===== config.mk =====
export PLATFORM = sky130hd
export DESIGN_NAME = seq_divider_flat
export DESIGN_NICKNAME = d
export VERILOG_FILES = /design/src/rtl/seq_divider_if.sv /design/src/rtl/seq_divider.sv /design/src/flat_wrapper.sv
export SDC_FILE = /design/constraint.sdc
export NUM_CORES = 1
export LEC_CHECK = 0
export ABC_CLOCK_PERIOD_IN_PS = 2650
export CAP_MARGIN = 20
export CORE_MARGIN = 4
export CORE_UTILIZATION = 40
export DETAILED_ROUTE_END_ITERATION = 8
export GPL_ROUTABILITY_DRIVEN = 0
export PLACE_DENSITY = 0.72
export SYNTH_ARGS = -nofsm -noshare
export SYNTH_HDL_FRONTEND = slang
export SYNTH_SLANG_ARGS = --single-unit

===== constraint.sdc =====
create_clock -name clk -period 2.65 [get_ports clk]
set_input_delay 0.6625 -clock clk [delete_from_list [all_inputs] [get_ports clk]]
set_output_delay 0.6625 -clock clk [all_outputs]
set_load 0.05 [all_outputs]

===== src/rtl/seq_divider_if.sv =====
// Handshake and data bundle for the 8/4 sequential divider.
interface seq_divider_if;
  logic       start;
  logic [7:0] dividend;
  logic [3:0] divisor;
  logic [7:0] quotient;
  logic [3:0] remainder;
  logic       busy;
  logic       done;
  logic       div_by_zero;

  modport master (
    output start, dividend, divisor,
    input  quotient, remainder, busy, done, div_by_zero
  );

  modport slave (
    input  start, dividend, divisor,
    output quotient, remainder, busy, done, div_by_zero
  );
endinterface


===== src/rtl/seq_divider.sv =====
// Restoring 8-bit / 4-bit unsigned divider: one quotient bit per cycle, MSB first,
// results registered on entry to DONE and held until the next accepted start.
module seq_divider (
  input  logic          clk,
  input  logic          rst_n,
  seq_divider_if.slave  bus
);
  typedef enum logic [1:0] {IDLE, CALC, DONE} state_t;

  state_t     state;
  logic [7:0] dvd;
  logic [3:0] dvs;
  logic [4:0] prem;
  logic [7:0] qacc;
  logic [2:0] cnt;
  logic [7:0] quotient;
  logic [3:0] remainder;
  logic       busy, done, div_by_zero;

  logic       dvd_bit;
  logic [5:0] wide;
  logic [4:0] diff;
  logic       qbit;
  logic [4:0] prem_nxt;

  // Operands stay frozen while busy; the current bit is selected by the counter.
  always_comb begin
    dvd_bit  = dvd[3'd7 - cnt];
    wide     = {prem, dvd_bit};
    qbit     = (wide >= {2'b00, dvs});
    diff     = wide[4:0] - {1'b0, dvs};
    prem_nxt = qbit ? diff : wide[4:0];
  end

  always_ff @(posedge clk or negedge rst_n) begin
    if (!rst_n) begin
      state       <= IDLE;
      dvd         <= 8'h00;
      dvs         <= 4'h0;
      prem        <= 5'h00;
      qacc        <= 8'h00;
      cnt         <= 3'd0;
      quotient    <= 8'h00;
      remainder   <= 4'h0;
      busy        <= 1'b0;
      done        <= 1'b0;
      div_by_zero <= 1'b0;
    end else begin
      case (state)
        IDLE: begin
          done <= 1'b0;
          if (bus.start) begin
            dvd  <= bus.dividend;
            dvs  <= bus.divisor;
            prem <= 5'h00;
            qacc <= 8'h00;
            cnt  <= 3'd0;
            if (bus.divisor == 4'h0) begin
              // Zero divisor skips CALC entirely and reports a saturated quotient.
              state       <= DONE;
              done        <= 1'b1;
              quotient    <= 8'hFF;
              remainder   <= bus.dividend[3:0];
              div_by_zero <= 1'b1;
            end else begin
              state       <= CALC;
              busy        <= 1'b1;
              div_by_zero <= 1'b0;
            end
          end
        end
        CALC: begin
          prem <= prem_nxt;
          qacc <= {qacc[6:0], qbit};
          cnt  <= cnt + 3'd1;
          if (cnt == 3'd7) begin
            quotient  <= {qacc[6:0], qbit};
            remainder <= prem_nxt[3:0];
            busy      <= 1'b0;
            done      <= 1'b1;
            state     <= DONE;
          end
        end
        DONE: begin
          done  <= 1'b0;
          state <= IDLE;
        end
        default: begin
          state <= IDLE;
          busy  <= 1'b0;
          done  <= 1'b0;
        end
      endcase
    end
  end

  assign bus.quotient    = quotient;
  assign bus.remainder   = remainder;
  assign bus.busy        = busy;
  assign bus.done        = done;
  assign bus.div_by_zero = div_by_zero;
endmodule


===== src/flat_wrapper.sv =====
// flat-port wrapper written by rule: the top's interface ports become plain ports
module seq_divider_flat 
  (clk, rst_n, bus_start, bus_dividend, bus_divisor, bus_quotient, bus_remainder, bus_busy, bus_done, bus_div_by_zero);
  seq_divider_if bus_i ();
  input  logic clk;
  input  logic rst_n;
  input wire logic [$bits(bus_i.start)-1:0] bus_start;
  input wire logic [$bits(bus_i.dividend)-1:0] bus_dividend;
  input wire logic [$bits(bus_i.divisor)-1:0] bus_divisor;
  output wire logic [$bits(bus_i.quotient)-1:0] bus_quotient;
  output wire logic [$bits(bus_i.remainder)-1:0] bus_remainder;
  output wire logic [$bits(bus_i.busy)-1:0] bus_busy;
  output wire logic [$bits(bus_i.done)-1:0] bus_done;
  output wire logic [$bits(bus_i.div_by_zero)-1:0] bus_div_by_zero;
  assign bus_i.start = bus_start;
  assign bus_i.dividend = bus_dividend;
  assign bus_i.divisor = bus_divisor;
  assign bus_quotient = bus_i.quotient;
  assign bus_remainder = bus_i.remainder;
  assign bus_busy = bus_i.busy;
  assign bus_done = bus_i.done;
  assign bus_div_by_zero = bus_i.div_by_zero;
  seq_divider u_core (.clk(clk), .rst_n(rst_n), .bus(bus_i));
endmodule

After elaboration in Yosys (flattened, before gate mapping) --
Index checks and enable logic that the tools add are counted. W data, S select, Z words.
Word-level totals: bits in registers 44, input port bits 15
Cells by class: add/sub/neg operators 3, order comparisons 2, equality and inequality tests 7, multiplexer cells 29, bitwise operators 1, reduce and logical (&&, ||, !) cells 8
Operator list (number):
- $mux W8 | 3
- $pmux W8 S2 | 1
- $pmux W7 S2 | 1
- $mux W4 | 3
- $mux W5 | 2
- $pmux W5 S2 | 1
- $pmux W4 S2 | 1
- $reduce_and A4 Y1 | 2
- $mux W1 | 7
- $mux W7 | 1
- $ge A6 B4 Y1 | 1
- $mux W2 | 3
- $pmux W3 S2 | 1
- $reduce_and A2 Y1 | 3
- $sub A5 B4 Y5 | 1
- $logic_not A4 Y1 | 1
- $lt A3 B4 Y1 const B | 1
- $ne A2 B1 Y1 const B | 2
- $ne A2 B2 Y1 const B | 2
- $pmux W2 S2 | 1
- $add A3 B1 Y3 const B | 1
- $bmux W1 S3 | 1
- $eq A3 B3 Y1 const B | 1
- $mux W3 | 1
- other kinds (8) | 8

Depth between registers and ports, before layout --
Gate-level depths: netlist of the first run.
depth after elaboration 7, mapped depth 10, gate-level depth less buffers 10

Worst setup path after synthesis of the first run --
Ideal clock, no wire load.
kind register to register, start point reg u_core.cnt[1], end point reg u_core.remainder[1], in the netlist u_core.bus.remainder[1], setup time 0.110 ns, data arrival time 2.836 ns, required time 2.540 ns, slack -0.296 ns, stages on the path, launching flop included 11, path buffers 0, period minus slack after synthesis 2.946 ns, path through dfrtp_1 -> mux4_1 -> mux2_2 -> inv_1 -> ha_1 -> inv_1 -> fa_1 -> a21o_1 -> a2111oi_2 -> a211oi_1 -> o41ai_1
Between the ends: word-level cells in the longest chain between the ends 7, elaborated cells on any way between the ends 11
RTL lines:
- start, declared | RTL line seq_divider.sv:15 | logic [2:0] cnt;
- start signal, assigned | RTL line seq_divider.sv:75 | cnt <= cnt + 3'd1;
- $sub A3 B3 Y3 | RTL line seq_divider.sv:28 | dvd_bit = dvd[3'd7 - cnt];
- $bmux W1 S3 | RTL line seq_divider.sv:28
- $mux W1 (implied by the code) | RTL line seq_divider.sv:28
- $sub A5 B4 Y5 / $ge A6 B4 Y1 (equally long branches) | RTL line seq_divider.sv:31, seq_divider.sv:30
- $mux W5 | RTL line seq_divider.sv:32 | prem_nxt = qbit ? diff : wide[4:0];
- $mux W4 | RTL line seq_divider.sv:76 | if (cnt == 3'd7) begin
- $pmux W4 S2 | RTL line seq_divider.sv:49 | case (state)
- end signal, assigned | RTL line seq_divider.sv:63 | remainder <= bus.dividend[3:0];
- end signal, assigned | RTL line seq_divider.sv:78 | remainder <= prem_nxt[3:0];
- end, declared | RTL line seq_divider.sv:17 | logic [3:0] remainder;
Parallel ways exist; a longest one is shown, timed or not. The select of a mux whose other input is x is not followed. A chain may end at the register's enable or synchronous reset.

Worst setup path in the final report of the first run --
Ends and elaborated chain as after synthesis.

==> impl_metrics.ini, run 1 <==
[grt]
grt_overflow_total = 0
grt_util_all_layers = 0.1626
grt_pass1_wl_um = 7962
grt_max_degree = 27
grt_pass1_vias = 1669
antenna_found_initial = 0

[logic_synthesis]
synthArstFlopShare = 1.000
synth_fp_nets = 219
synth_enable_flop_cells = 0
syn_avg_cell_area_um2 = 10.71
synth-seq-cells = 44
synth_top_area_cell = dfrtp_1
synth-seq-area-share = 0.5216
synth_flop_cell = dfrtp_1
synth_top_area_frac = 0.5216
synth_area_um2 = 2111
synth_cell_type_count = 42
yosys.cell_count.top_type = dfrtp_1
yosys-top-cells-area = dfrtp_1, mux2_2, o21ai_0
yosys_warnings = 0
syn_inst = 197
synth_common_cells = dfrtp_1, inv_1, nand2_1

[timing]
finalHoldViolations = 0
report.final.setup_viol = 11
slew_headroom = 0.4845
skew_ps = 7.771
rsz0062_at_grt = true
hold_slack_ps = 286.1
final_max_slew_viol_count = 0
fin_tns_setup_ps = -1827
worst_pin_slew_ps = 773.3
fin_crit_sh = 1.091
setup_ws_ps = -240.6
min_period_ps = 2891
fmax_mhz = 345.9

[clocking]
numCtsBuffers = 5
clkTransAtPathRegs_ps = 80
cts_buffer_depth = 2
root_buffer = clkbuf_8
clock_sinks = 44
htreeDepth = 2
clock_latency_ps = 300
ctsHoldBuffers = 0
postCtsSetupRepairBufs = 0
tritoncts = done

[setup_path]
r2r_slack_ps = -240
rr_startpoint = u_core.cnt[1]$_DFFE_PN0P_
cp-endpoint = u_core.bus.remainder[1]$_DFFE_PN0P_
cp.required_ps = 2820
slowest_delay_ps = 510
arrival_ps = 3060
cp-start-kind = flop
end_kind = flop
crit_cells = 10
critPathLaunch = u_core.cnt[1]$_DFFE_PN0P_
cp_slowest_cell = mux4_2
criticalPathCategory = flop to flop
crit_family = compound AO/OA/AOI/OAI gates
crit_buf_inv = 2
timing.rr.end = u_core.bus.remainder[1]$_DFFE_PN0P_
rr_worst_depth = 10
crit_chain = mux4_2, mux2_4, inv_4, ha_4, inv_2, fa_2, a21o_4, a211o_4, a211oi_2, o41ai_2
path_max_fanout = 7

[routing]
drtIter0Drc = 88
vias = 1598
routedWlPerCell_um = 15.70
dr.pass1.iters = 4
ant_nets = 0
routed_wl_um = 4837
drcViolationCount = 0
viasPerCell = 5.188

[die]
ios = 30
die_area_um2 = 6503
core_um2 = 5107
rows = 26
die_w_um = 80.64
initial_utilization = 0.4133
die_h_um = 80.64

[cells_and_area]
drive_above_1_share = 0.2143
syn_to_final_growth_pct = 30.35
antenna_cells = 0
final_nets = 259
final_cell_area_um2 = 2751
fill_cells = 468

[placed_design]
dpl_cell_area_um2 = 2615
port-buffer-count = 29
dpl.hpwl_um = 3430

[outcome]
status = complete, but fails checks
violations = negative setup slack

[job]
cap_violations = 0

[worst_hold_path]
hold_class = input pin to asynchronous set/reset pin
==> metal layers <==
metal	up-vias	routed length (µm)	track usage
met5	-	0	0
met4	0	119	0.08108
met3	11	160	0.03251
met2	27	2320	0.2417
met1	777	2237	0.2244
li1	783	-	-
==> worst min path at each step <==
stage	start	endpoint	slack, ps	cells past startpoint
floorplan	rst_n	u_core.bus.busy$_DFFE_PN0P_	370	0
global placement	u_core.qacc[5]$_DFFE_PN0P_	u_core.qacc[5]$_DFFE_PN0P_	460	2
detailed placement	u_core.qacc[5]$_DFFE_PN0P_	u_core.qacc[5]$_DFFE_PN0P_	470	2
CTS	rst_n	u_core.dvs[1]$_DFFE_PN0P_	300	1
global route	rst_n	u_core.state[0]$_DFFE_PN0P_	320	1
finish	rst_n	u_core.dvs[1]$_DFFE_PN0P_	290	1
==> placed cells by master (no fill, tap or decap), drive strengths merged, types with 3 or more instances in the layout <==
master / count
mux2: 10
nor2: 8
clkdlybuf4s50: 28
o21ai: 21
nand2: 17
a31oi: 8
a211oi: 3
inv: 17
a21o: 3
a2111oi: 4
nor2b: 3
dfrtp: 44
a21oi: 14
a22o: 3
buf: 15
clkbuf: 8
ha: 6
==> sequential cells by signal, summed over array words and instances (netlist names) <==
name                    flops
u_core.qacc                 7
u_core.bus.done             1
u_core.prem                 5
u_core.bus.quotient         8
u_core.bus.remainder        4
u_core.bus.div_by_zero      1
u_core.dvd                  8
u_core.bus.busy             1
u_core.state                2
u_core.cnt                  3
u_core.dvs                  4
==> area by class of cell <==
type / instances / area [µm²] / share of cell area
Multi-Input combinational cell: 125 / 1012 / 0.3679
Timing Repair Buffer: 43 / 390.4 / 0.1419
Clock buffer: 8 / 90.09 / 0.03274
Tap cell: 70 / 87.58 / 0.03183
Inverter: 18 / 70.07 / 0.02547
Sequential cell: 44 / 1101 / 0.4002
==> repair_timing <==
action | in CTS | in global routing
gates resized for setup | 2 | 7
pin swaps | 5 | 1
endpoints found under the setup margin | 11 | 11
==> per-stage QoR <==
stage,std cells,setup WS (ps),util
2_1_floorplan,197,-131.6,-
3_3_place_gp,300,-185.3,0.5120
5_1_grt,308,-336.1,0.5387
3_5_place_dp,300,-262.4,0.5120
6_report,308,-240.6,0.5387
4_1_cts,308,-215.1,0.5311
==> cells by family (layout without fill, tap and decap cells) <==
family	Yosys count	count (layout)	synth area share
and+or+nand+nor	37	37	0.08536
AOI/OAI and AO/OA	67	67	0.2087
xor gates and xnor gates	1	1	0.004150
DFF	44	44	0.5216
muxes	13	13	0.08299
adders and majority gates	7	7	0.04505
buffers and inverters	28	69	0.05216
Power of run 1 is left out: the tool's default activity adds up to more than one toggle a clock period on the data nets, which glitch-free logic cannot reach.
==> inputs of run 2 (changes only) <==
- DONT_BUFFER_PORTS: unset -> 1
- GPL_TIMING_DRIVEN: unset -> 0
- PLACE_DENSITY: 0.72 -> 0.64
==> impl_metrics.ini, run 2 (synthesized netlist as in run 1, its figures left out) <==
[clocking]
clkTransAtPathRegs_ps = 80
htreeDepth = 2
root_buffer = clkbuf_8
numCtsBuffers = 5
clock_sinks = 44
cts_buffer_depth = 2
ctsHoldBuffers = 0
clock_latency_ps = 290
tritoncts = done

[cells_and_area]
drive_above_1_share = 0.2326
fill_cells = 486
final_nets = 236
antenna_cells = 0
layout_commonest_cell = dfrtp_1
syn_to_final_growth_pct = 17.43
reg.largest.list = u_core.bus.quotient: 8 flops, u_core.dvd: 8 flops, u_core.qacc: 7 flops
layout_common_cells = dfrtp_1, nand2_1, inv_1

[setup_path]
criticalPathCategory = flop to flop
cp-start-kind = flop
crit_family = compound AO/OA/AOI/OAI gates
timing.rr.end = u_core.bus.remainder[3]$_DFFE_PN0P_
rr_startpoint = u_core.cnt[1]$_DFFE_PN0P_
end_kind = flop
arrival_ps = 3100
cp.required_ps = 2820
rr_worst_depth = 10
path_max_fanout = 6
cp_slowest_cell = mux4_2
crit_buf_inv = 2
crit_chain = mux4_2, mux2_4, inv_4, ha_4, inv_2, fa_2, a21o_4, a211o_4, a311oi_4, o41ai_2
r2r_slack_ps = -290
slowest_delay_ps = 510
critPathLaunch = u_core.cnt[1]$_DFFE_PN0P_

[timing]
report.final.setup_viol = 11
fin_crit_sh = 1.108
hold_slack_ps = 54.88
slew_headroom = 0.5854
setup_ws_ps = -285.9
min_period_ps = 2936
final_max_slew_viol_count = 0
rsz0062_at_grt = true
worst_pin_slew_ps = 621.9
fmax_mhz = 340.6
skew_ps = 8.319
finalHoldViolations = 0

[grt]
grt_pass1_vias = 1569
grt_util_all_layers = 0.1581
grt_overflow_total = 0
grt_pass1_wl_um = 7721
grt_max_degree = 45
antenna_found_initial = 0

[routing]
ant_nets = 0
vias = 1522
drtIter0Drc = 120
dr.pass1.iters = 4
routed_wl_um = 4548
drcViolationCount = 0
routedWlPerCell_um = 15.96
viasPerCell = 5.340

[die]
rows = 26
die_w_um = 80.64
core_um2 = 5107
initial_utilization = 0.4133
die_area_um2 = 6503
ios = 30
die_h_um = 80.64

[outcome]
status = complete, but fails checks
violations = negative setup slack

[job]
cap_violations = 0

[worst_hold_path]
hold_class = input pin to asynchronous set/reset pin

[placed_design]
port-buffer-count = 0
dpl.hpwl_um = 3215
run 2: worst max path at each step:
stage	to	slack, ps	cells after the start
after global routing	u_core.bus.remainder[3]$_DFFE_PN0P_	-360	10
after floorplan	u_core.bus.remainder[3]$_DFFE_PN0P_	-130	10
final	u_core.bus.remainder[3]$_DFFE_PN0P_	-290	10
after detailed placement	u_core.bus.remainder[0]$_DFFE_PN0P_	-510	10
after CTS	u_core.bus.remainder[3]$_DFFE_PN0P_	-290	10
after global placement	u_core.bus.remainder[0]$_DFFE_PN0P_	-480	10
run 2: timing repair:
| action | 4_1_cts | 5_1_grt |
|---|---|---|
| setup buffers | 7 | 3 |
| hold endpoints to repair | 0 | 0 |
| pin swaps | 5 | 4 |
| gates resized for setup | 9 | 1 |
| setup endpoints to repair | 11 | 11 |
run 2: cell type report:
class	instances	area, µm²	share of cell area
Sequential cell	44	1101	0.4442
Multi-Input combinational cell	125	1012	0.4084
Clock buffer	8	90.09	0.03635
Tap cell	70	87.58	0.03534
Timing Repair Buffer	10	75.07	0.03029
Inverter	18	70.07	0.02827
Buffer	10	42.54	0.01716
run 2: layer usage:
metal | up-vias | GRT usage | wire [µm]
li1 | 742 | - | -
met1 | 745 | 0.2056 | 2053
met2 | 27 | 0.2508 | 2213
met3 | 8 | 0.03700 | 197
met4 | 0 | 0.06926 | 83
met5 | - | 0 | 0
run 2: stage by stage:
stage | area [µm²] | util | worst slack (ps) | TNS [ps] | instances
final | 2479 | 0.4853 | -285.9 | -2432 | 285
after global placement | 2267 | 0.4439 | -476.9 | -2920 | 267
after floorplan | 2180 | - | -131.6 | -624.4 | 197
after CTS | 2454 | 0.4804 | -294.3 | -2464 | 282
after detailed placement | 2267 | 0.4439 | -512.3 | -3324 | 267
after global routing | 2479 | 0.4853 | -361.1 | -3435 | 285
Power of run 2 is left out for the same reason.
==> inputs of run 3 (changes only) <==
- CTS_BUF_LIST: unset -> sky130_fd_sc_hd__clkbuf_4
==> impl_metrics.ini, run 3 (synthesized netlist as in run 1, its figures left out) <==
[die]
ios = 30
die_area_um2 = 6503
rows = 26
die_w_um = 80.64
die_h_um = 80.64
core_um2 = 5107
initial_utilization = 0.4133

[routing]
drtIter0Drc = 96
routed_wl_um = 4483
routedWlPerCell_um = 15.79
ant_nets = 0
drcViolationCount = 0
vias = 1505
viasPerCell = 5.299
dr.pass1.iters = 4

[setup_path]
slowest_delay_ps = 510
end_kind = flop
path_max_fanout = 6
rr_worst_depth = 10
criticalPathCategory = flop to flop
cp.required_ps = 2880
crit_chain = mux4_2, mux2_4, inv_4, ha_4, inv_2, fa_2, a21o_4, a211o_4, a311oi_4, o41ai_2
cp-start-kind = flop
arrival_ps = 3180
cp_slowest_cell = mux4_2

[timing]
worst_pin_slew_ps = 630.4
finalHoldViolations = 0
fmax_mhz = 339.4
min_period_ps = 2946
skew_ps = 10.27
rsz0062_at_grt = true
final_max_slew_viol_count = 0
fin_tns_setup_ps = -2527
fin_crit_sh = 1.112
report.final.setup_viol = 11
slew_headroom = 0.5798
setup_ws_ps = -296.4

[cells_and_area]
final_cell_area_um2 = 2457
syn_to_final_growth_pct = 16.42
fill_cells = 490
drive_above_1_share = 0.2336
layout_commonest_cell = dfrtp_1
layout_common_cells = dfrtp_1, nand2_1, inv_1
finish.utilization = 0.4811
antenna_cells = 0
final_nets = 235
reg.largest.list = u_core.bus.quotient: 8 flops, u_core.dvd: 8 flops, u_core.qacc: 7 flops

[grt]
antenna_found_initial = 0
grt_pass1_vias = 1546
grt_overflow_total = 0
grt_util_all_layers = 0.1540
grt_max_degree = 45
grt_pass1_wl_um = 7583

[placed_design]
dpl.hpwl_um = 3215
dpl_cell_area_um2 = 2267
port-buffer-count = 0

[clocking]
clkTransAtPathRegs_ps = 120
numCtsBuffers = 5
clock_latency_ps = 340
htreeDepth = 2
tritoncts = done
clock_sinks = 44
root_buffer = clkbuf_4
cts_buffer_depth = 2

[outcome]
status = complete, but fails checks
violations = negative setup slack

[worst_hold_path]
hold_class = input pin to asynchronous set/reset pin

[job]
cap_violations = 0
==> run 3: area by class of cell <==
cell class | count | area (µm²) | area share
Multi-Input combinational cell | 125 | 1012 | 0.4119
Clock inverter | 1 | 3.754 | 0.001527
Tap cell | 70 | 87.58 | 0.03564
Timing Repair Buffer | 9 | 87.58 | 0.03564
Clock buffer | 7 | 52.55 | 0.02138
Sequential cell | 44 | 1101 | 0.4481
Inverter | 18 | 70.07 | 0.02851
Buffer | 10 | 42.54 | 0.01731
==> run 3: through the flow <==
step                      setup WS (ps)  hold WS (ps)  std cells
final                            -296.4         138.3        284
after global routing             -373.5         121.9        284
after CTS                        -306.4         141.1        282
after detailed placement         -512.3         368.0        267
after global placement           -476.9         368.0        267
after floorplan                  -131.6         366.9        197
==> run 3: path summary, 6_finish.rpt <==
| path | start | to | slack, ps |
|---|---|---|---|
| worst max-delay path | u_core.cnt[1]$_DFFE_PN0P_ | u_core.bus.remainder[3]$_DFFE_PN0P_ | -300 |
| worst min-delay path | rst_n | u_core.bus.busy$_DFFE_PN0P_ | 140 |
| worst max register to register | u_core.cnt[1]$_DFFE_PN0P_ | u_core.bus.remainder[3]$_DFFE_PN0P_ | -300 |
| worst min register to register | u_core.qacc[3]$_DFFE_PN0P_ | u_core.qacc[3]$_DFFE_PN0P_ | 490 |
| max in group asynchronous | rst_n | u_core.bus.quotient[1]$_DFFE_PN0P_ | 2300 |
| min in group clk | bus_divisor[2] | u_core.dvs[2]$_DFFE_PN0P_ | 430 |
==> run 3: routing by layer <==
layer	global-route usage	part of all wire	vias to the layer above
met5	0	0	-
met4	0.05405	0.016	0
met3	0.03363	0.035	8
met2	0.2442	0.48	23
met1	0.2075	0.46	730
li1	-	-	744
==> run 3: what timing repair did <==
action                                  in CTS  in global routing
setup buffers                                6                  2
resized for setup                            9                  1
endpoints found under the setup margin      11                 11
hold endpoints to repair                    44                  0
pin swaps                                    5                  4
hold buffers                                 1                  0
==> run 3: critical path, delay by kind of cell (launching register included) <==
kind	cells	cell delay [ps]
flip-flops	1	430
adder cells (fa/ha/maj)	2	460
AO/OA/AOI/OAI	4	1010
buffers and inverters	2	90
multiplexers	2	820
Power of run 3 is left out for the same reason.
